--- config.mk ---
export PLATFORM = sky130hd
export DESIGN_NAME = mvm_tile_sequencer_flat
export DESIGN_NICKNAME = d
export VERILOG_FILES = /design/src/rtl/mvm_tile_sequencer_if.sv /design/src/rtl/mvm_tile_sequencer.sv /design/src/flat_wrapper.sv
export SDC_FILE = /design/constraint.sdc
export NUM_CORES = 1
export LEC_CHECK = 0
export ABC_AREA = 1
export ABC_CLOCK_PERIOD_IN_PS = 1700
export BUFFER_PORTS_ARGS = -buffer_cell sky130_fd_sc_hd__buf_2
export CORE_MARGIN = 2
export CORE_UTILIZATION = 40
export CTS_CLUSTER_DIAMETER = 60
export DETAILED_ROUTE_END_ITERATION = 10
export GPL_ROUTABILITY_DRIVEN = 0
export SLEW_MARGIN = 0
export SYNTH_ARGS = -nofsm -noshare
export SYNTH_HDL_FRONTEND = slang
export SYNTH_SLANG_ARGS = --single-unit
--- constraint.sdc ---
create_clock -name clk -period 1.7 [get_ports clk]
set_input_delay 0.17 -clock clk [delete_from_list [all_inputs] [get_ports clk]]
set_output_delay 0.17 -clock clk [all_outputs]
set_load 0.03 [all_outputs]
--- src/rtl/mvm_tile_sequencer_if.sv ---
`timescale 1ns/1ps
// mvm_tile_sequencer_if: control/address bundle between the tile sequencer and its operand source / MVM.
// master: sequencer side (drives busy, done, en, ctrl, w_addr, x_addr, out_valid, out_row)
// slave : environment side (drives start, mem_ready)
// MVM_SEQ_PERF_EN adds perf_cycles and perf_stalls to the bundle.
interface mvm_tile_sequencer_if #(
  parameter int N_ROW_TILES = 4,
  parameter int N_COL_TILES = 4
);
  localparam int WAW = (N_ROW_TILES * N_COL_TILES > 1) ? $clog2(N_ROW_TILES * N_COL_TILES) : 1;
  localparam int XAW = (N_COL_TILES > 1) ? $clog2(N_COL_TILES) : 1;
  localparam int RAW = (N_ROW_TILES > 1) ? $clog2(N_ROW_TILES) : 1;
  logic start;
  logic mem_ready;
  logic busy;
  logic done;
  logic en;
  logic ctrl;
  logic [WAW-1:0] w_addr;
  logic [XAW-1:0] x_addr;
  logic out_valid;
  logic [RAW-1:0] out_row;
`ifdef MVM_SEQ_PERF_EN
  logic [31:0] perf_cycles;
  logic [31:0] perf_stalls;
  modport master (input start, mem_ready,
                  output busy, done, en, ctrl, w_addr, x_addr, out_valid, out_row, perf_cycles, perf_stalls);
  modport slave  (output start, mem_ready,
                  input busy, done, en, ctrl, w_addr, x_addr, out_valid, out_row, perf_cycles, perf_stalls);
`else
  modport master (input start, mem_ready,
                  output busy, done, en, ctrl, w_addr, x_addr, out_valid, out_row);
  modport slave  (output start, mem_ready,
                  input busy, done, en, ctrl, w_addr, x_addr, out_valid, out_row);
`endif
endinterface

--- src/rtl/mvm_tile_sequencer.sv ---
`timescale 1ns/1ps
// mvm_tile_sequencer: walks the row/column tiles of one matrix-vector product for a columnwise MVM.
// clk, reset : rising-edge clock, synchronous active-high reset
// bus        : start/mem_ready in; busy, done, en, ctrl, w_addr, x_addr, out_valid, out_row out
// MVM_SEQ_PERF_EN adds perf_cycles (start..done inclusive) and perf_stalls (stalled ISSUE cycles).
module mvm_tile_sequencer #(
  parameter int EP          = 3,
  parameter int VP          = 3,
  parameter int N_ROW_TILES = 4,
  parameter int N_COL_TILES = 4,
  parameter int KLAT        = 2
) (
  input logic clk,
  input logic reset,
  mvm_tile_sequencer_if.master bus
);
  localparam int WAW = (N_ROW_TILES * N_COL_TILES > 1) ? $clog2(N_ROW_TILES * N_COL_TILES) : 1;
  localparam int XAW = (N_COL_TILES > 1) ? $clog2(N_COL_TILES) : 1;
  localparam int RAW = (N_ROW_TILES > 1) ? $clog2(N_ROW_TILES) : 1;
  if (EP < 1 || VP < 1 || N_ROW_TILES < 1 || N_COL_TILES < 1 || KLAT < 1) begin : g_cfg_check
    $error("mvm_tile_sequencer: all parameters must be >= 1");
  end
  typedef enum logic [1:0] {IDLE, ISSUE, DRAIN, DONE} state_t;
  state_t state;
  logic [RAW-1:0] row_cnt;
  logic [XAW-1:0] col_cnt;
  logic busy_q;
  logic done_q;
  logic [KLAT-1:0] vld;
  logic [RAW-1:0] idx [KLAT];
  logic last_col;
  logic last_row;
  logic fire;
  assign last_col = col_cnt == XAW'(N_COL_TILES - 1);
  assign last_row = row_cnt == RAW'(N_ROW_TILES - 1);
  assign bus.en = state == ISSUE && bus.mem_ready;
  assign bus.ctrl = bus.en && col_cnt == '0;
  assign bus.w_addr = WAW'(row_cnt * N_COL_TILES + col_cnt);
  assign bus.x_addr = col_cnt;
  // A row tile finishes when its last column tile is issued; that event rides the delay line.
  assign fire = bus.en && last_col;
  assign bus.out_valid = vld[KLAT-1];
  assign bus.out_row = idx[KLAT-1];
  assign bus.busy = busy_q;
  assign bus.done = done_q;
  always_ff @(posedge clk) begin
    if (reset) begin
      state <= IDLE;
      row_cnt <= '0;
      col_cnt <= '0;
      busy_q <= 1'b0;
      done_q <= 1'b0;
      vld <= '0;
      for (int i = 0; i < KLAT; i++) idx[i] <= '0;
    end else begin
      for (int i = KLAT - 1; i > 0; i--) begin
        vld[i] <= vld[i-1];
        idx[i] <= idx[i-1];
      end
      vld[0] <= fire;
      idx[0] <= row_cnt;
      done_q <= 1'b0;
      case (state)
        IDLE: if (bus.start) begin
          state <= ISSUE;
          busy_q <= 1'b1;
          row_cnt <= '0;
          col_cnt <= '0;
        end
        ISSUE: if (bus.mem_ready) begin
          col_cnt <= last_col ? '0 : col_cnt + 1'b1;
          if (last_col) row_cnt <= last_row ? '0 : row_cnt + 1'b1;
          if (last_col && last_row) state <= DRAIN;
        end
        // Earlier row tiles may still drain here; only the last row's pulse ends the product.
        DRAIN: if (bus.out_valid && bus.out_row == RAW'(N_ROW_TILES - 1)) begin
          state <= DONE;
          done_q <= 1'b1;
        end
        DONE: begin
          state <= IDLE;
          busy_q <= 1'b0;
        end
        default: state <= IDLE;
      endcase
    end
  end
`ifdef MVM_SEQ_PERF_EN
  logic [31:0] perf_cycles_q;
  logic [31:0] perf_stalls_q;
  assign bus.perf_cycles = perf_cycles_q;
  assign bus.perf_stalls = perf_stalls_q;
  // The start cycle itself counts, so the counter loads 1 rather than 0.
  always_ff @(posedge clk) begin
    if (reset) begin
      perf_cycles_q <= '0;
      perf_stalls_q <= '0;
    end else if (state == IDLE) begin
      if (bus.start) begin
        perf_cycles_q <= 32'd1;
        perf_stalls_q <= '0;
      end
    end else begin
      perf_cycles_q <= perf_cycles_q + 32'd1;
      if (state == ISSUE && !bus.mem_ready) perf_stalls_q <= perf_stalls_q + 32'd1;
    end
  end
`endif
endmodule

--- src/flat_wrapper.sv ---
// flat-port wrapper written by rule: the top's interface ports become plain ports
module mvm_tile_sequencer_flat 
#(
  parameter int EP          = 3,
  parameter int VP          = 3,
  parameter int N_ROW_TILES = 4,
  parameter int N_COL_TILES = 4,
  parameter int KLAT        = 2
)
  (clk, reset, bus_start, bus_mem_ready, bus_busy, bus_done, bus_en, bus_ctrl, bus_w_addr, bus_x_addr, bus_out_valid, bus_out_row);
  mvm_tile_sequencer_if #(.N_ROW_TILES(N_ROW_TILES), .N_COL_TILES(N_COL_TILES)) bus_i ();
  input logic clk;
  input logic reset;
  input wire logic [$bits(bus_i.start)-1:0] bus_start;
  input wire logic [$bits(bus_i.mem_ready)-1:0] bus_mem_ready;
  output wire logic [$bits(bus_i.busy)-1:0] bus_busy;
  output wire logic [$bits(bus_i.done)-1:0] bus_done;
  output wire logic [$bits(bus_i.en)-1:0] bus_en;
  output wire logic [$bits(bus_i.ctrl)-1:0] bus_ctrl;
  output wire logic [$bits(bus_i.w_addr)-1:0] bus_w_addr;
  output wire logic [$bits(bus_i.x_addr)-1:0] bus_x_addr;
  output wire logic [$bits(bus_i.out_valid)-1:0] bus_out_valid;
  output wire logic [$bits(bus_i.out_row)-1:0] bus_out_row;
  assign bus_i.start = bus_start;
  assign bus_i.mem_ready = bus_mem_ready;
  assign bus_busy = bus_i.busy;
  assign bus_done = bus_i.done;
  assign bus_en = bus_i.en;
  assign bus_ctrl = bus_i.ctrl;
  assign bus_w_addr = bus_i.w_addr;
  assign bus_x_addr = bus_i.x_addr;
  assign bus_out_valid = bus_i.out_valid;
  assign bus_out_row = bus_i.out_row;
  mvm_tile_sequencer #(.EP(EP), .VP(VP), .N_ROW_TILES(N_ROW_TILES), .N_COL_TILES(N_COL_TILES), .KLAT(KLAT)) u_core (.clk(clk), .reset(reset), .bus(bus_i));
endmodule
==> results.md <==
* Outcome: complete, no violations
* Mapped cell area at 762 µm²
* Vias at 597
* Antenna Nets Post-Route at 0
* Main synth FF type: dfxtp_1
* Fillers at 196
* Row Count at 15
* Pwr dens at 1460 mW/mm²
* H-Tree Depth at 1
* Worst-Skew Late Latency at 0.28 ns
* Global-route wire length before repair at 1940 µm
* HPWL after detailed placement at 988 µm
* Post-Syn Area per Cell at 7.62 µm²
* Initial antenna violation count at 0
* Register area share after synthesis at 36.8%
* CTS sink count at 14
* HP Class: input pin to flip-flop
* Max Clock Freq at 0.668 GHz
* Drt via density at 4.29
* Crit path kind: flip-flop to output port
* Total Routed Length at 1220 µm
* Root buf cell: clkbuf_4
* Num CTS Buffers at 3
* Final hold vios at 0
* Max clock buf depth at 2
* Tightest Pin Transition at 0.285 ns
* Cells after synthesis at 100
* Sum Neg Setup Slack at 0 ns
* Crit path capture type: output port
* Wirelength per Cell at 8.74 µm
* Worst VDD drop at 774 µV
* Yosys Warn Count at 0
* Worst-path maximum fanout at 4
* Die W at 47.6 µm
* Setup Viol. Count Final at 0
* Mapped Nets at 113
* CTS tree: built
* CTS Hold Buffers Added at 0
* Max-cap viol count at 0
* I/O Buffers at 16
* CP required at 1.53 ns
* Die ar. at 0.00227 mm²
* Area of placed instances at 827 µm²
* Most frequent cells after synthesis: nand2_1 (18), nor2_1 (15), dfxtp_1 (14), inv_1 (14), ha_1 (9)
* Yosys top cell by area: dfxtp_1
* Layout net count at 128
* Gr usage total at 12.7%
* Slew HR at 80.9%
* Postcts setup bufs at 0
* Synth top area cells: dfxtp_1 (37%), ha_1 (15%), nand2_1 (8.9%)
* Clock slew at reported path FFs at 0.08 ns
* Synth Register Bits at 14
* EDFF count, synth at 0
* CP arrival at 1.33 ns
* Die Y at 47.6 µm
* Share of cells above drive strength 1 at 27.2%
* Min cycle time layout at 1.50 ns
* Synth-to-layout area growth at 13.3%
* Final period utilization at 88.0%
* Leak Pwr at 0.450 nW
* Max Clock Skew at 0.00258 ns
* Initial core utilization at 43.2%
* Top-area cell type share of the netlist area at 36.8%
* Post-synth ARST share at 0%
* Synth cell types at 22
* Diode count at 0
* Resized cells post-CTS at 0
* CP Launch Type: flip-flop
* Max Slew Vio Count at 0
* Number of global-route vias before repair at 480
* DR pass1 iterations at 4
* Post-route cell area at 863 µm²
* Residual DRC at 0
* Core area at 0.00176 mm²
* RSZ-0062 raised after global routing: no
* Largest net degree at the start of global routing at 10
* I/O pins at 17
* Count leader, synth: nand2_1
* Initial drt markers at 4
* Total gr overflow at 0
-- final timing paths --
kind	start	end	slack, ns	cells past startpoint
setup / recovery	u_core.state[1]	bus_ctrl	0.20	5
hold / removal	reset	u_core.bus.x_addr[1]	0.17	2
setup reg to reg	u_core.state[0]	u_core.state[1]	0.29	8
hold reg to reg	u_core.idx[0][1]	u_core.idx[0][3]	0.41	2
-- cell type report --
cell class                 count  area (µm²)  area share, %
tap                           25        31.3           3.62
timing repair buffer          16        80.1           9.28
clock buffer                   4        36.3           4.20
multi-input combinational     62         365           42.3
sequential                    14         280           32.5
inverter                      18        70.1           8.12
-- where the power goes --
group / internal (W) / leakage, nW / switching, W / total, W
clock network: 0.000130 / 0.0210 / 0.000104 / 0.000235
registers: 0.000381 / 0.114 / 0.0000461 / 0.000427
logic: 0.000206 / 0.315 / 0.000394 / 0.000600
total: 0.000717 / 0.450 / 0.000545 / 0.00126
-- worst max-delay path: stages (launching register included) --
cell and delay (ns):
dfxtp_1 0.34, inv_1 0.12, ha_1 0.20, nand2_1 0.10, nor2_1 0.09, buf_2 0.20
-- flip-flops by register name (all words and copies together) (netlist names) --
signal	count
u_core.bus.x_addr	2
u_core.vld	2
u_core.idx	4
u_core.state	2
u_core.bus.busy	1
u_core.row_cnt	2
u_core.bus.done	1
-- through the flow --
step / setup WS (ns) / power (W) / std cells / hold WS, ns / utilization (%)
2_1_floorplan: 0.370 / 0.000955 / 100 / 0.339 / -
3_3_place_gp: 0.326 / 0.00104 / 135 / 0.389 / 46.9
3_5_place_dp: 0.295 / 0.00104 / 135 / 0.396 / 46.9
4_1_cts: 0.179 / 0.00128 / 139 / 0.163 / 48.9
5_1_grt: 0.0604 / 0.00138 / 139 / 0.168 / 48.9
6_report: 0.204 / 0.00126 / 139 / 0.169 / 48.9
-- placed cells by master, fill, tap and decap left out, drive strengths merged --
cell / Yosys / layout
nand2: 20 / 20
nor2: 18 / 18
inv: 18 / 18
buf: 6 / 16
dfxtp: 14 / 14
ha: 9 / 9
nand3: 5 / 5
clkbuf: 0 / 4
a21oi: 4 / 4
o21ai: 2 / 2
nand4: 1 / 1
or2: 1 / 1
nor3: 1 / 1
a211oi: 1 / 1
-- layer usage --
| metal | routed length, µm | vias up | track usage, % |
|---|---|---|---|
| li1 | - | 328 | - |
| met1 | 567 | 256 | 14.7 |
| met2 | 570 | 11 | 20.5 |
| met3 | 63 | 2 | 5.66 |
| met4 | 13 | 0 | 4.86 |
| met5 | 0 | - | 0 |
-- logic make-up (layout without fill, tap and decap cells) --
family                     count (synthesis)  after routing  synth area share, %
AOI/OAI and AO/OA                          7              7                 5.91
adders and majority gates                  9              9                 14.8
buffers and inverters                     24             38                 15.3
DFF                                       14             14                 36.8
and+or+nand+nor                           46             46                 27.3
Note: power is estimated with default switching activity, not from simulation.
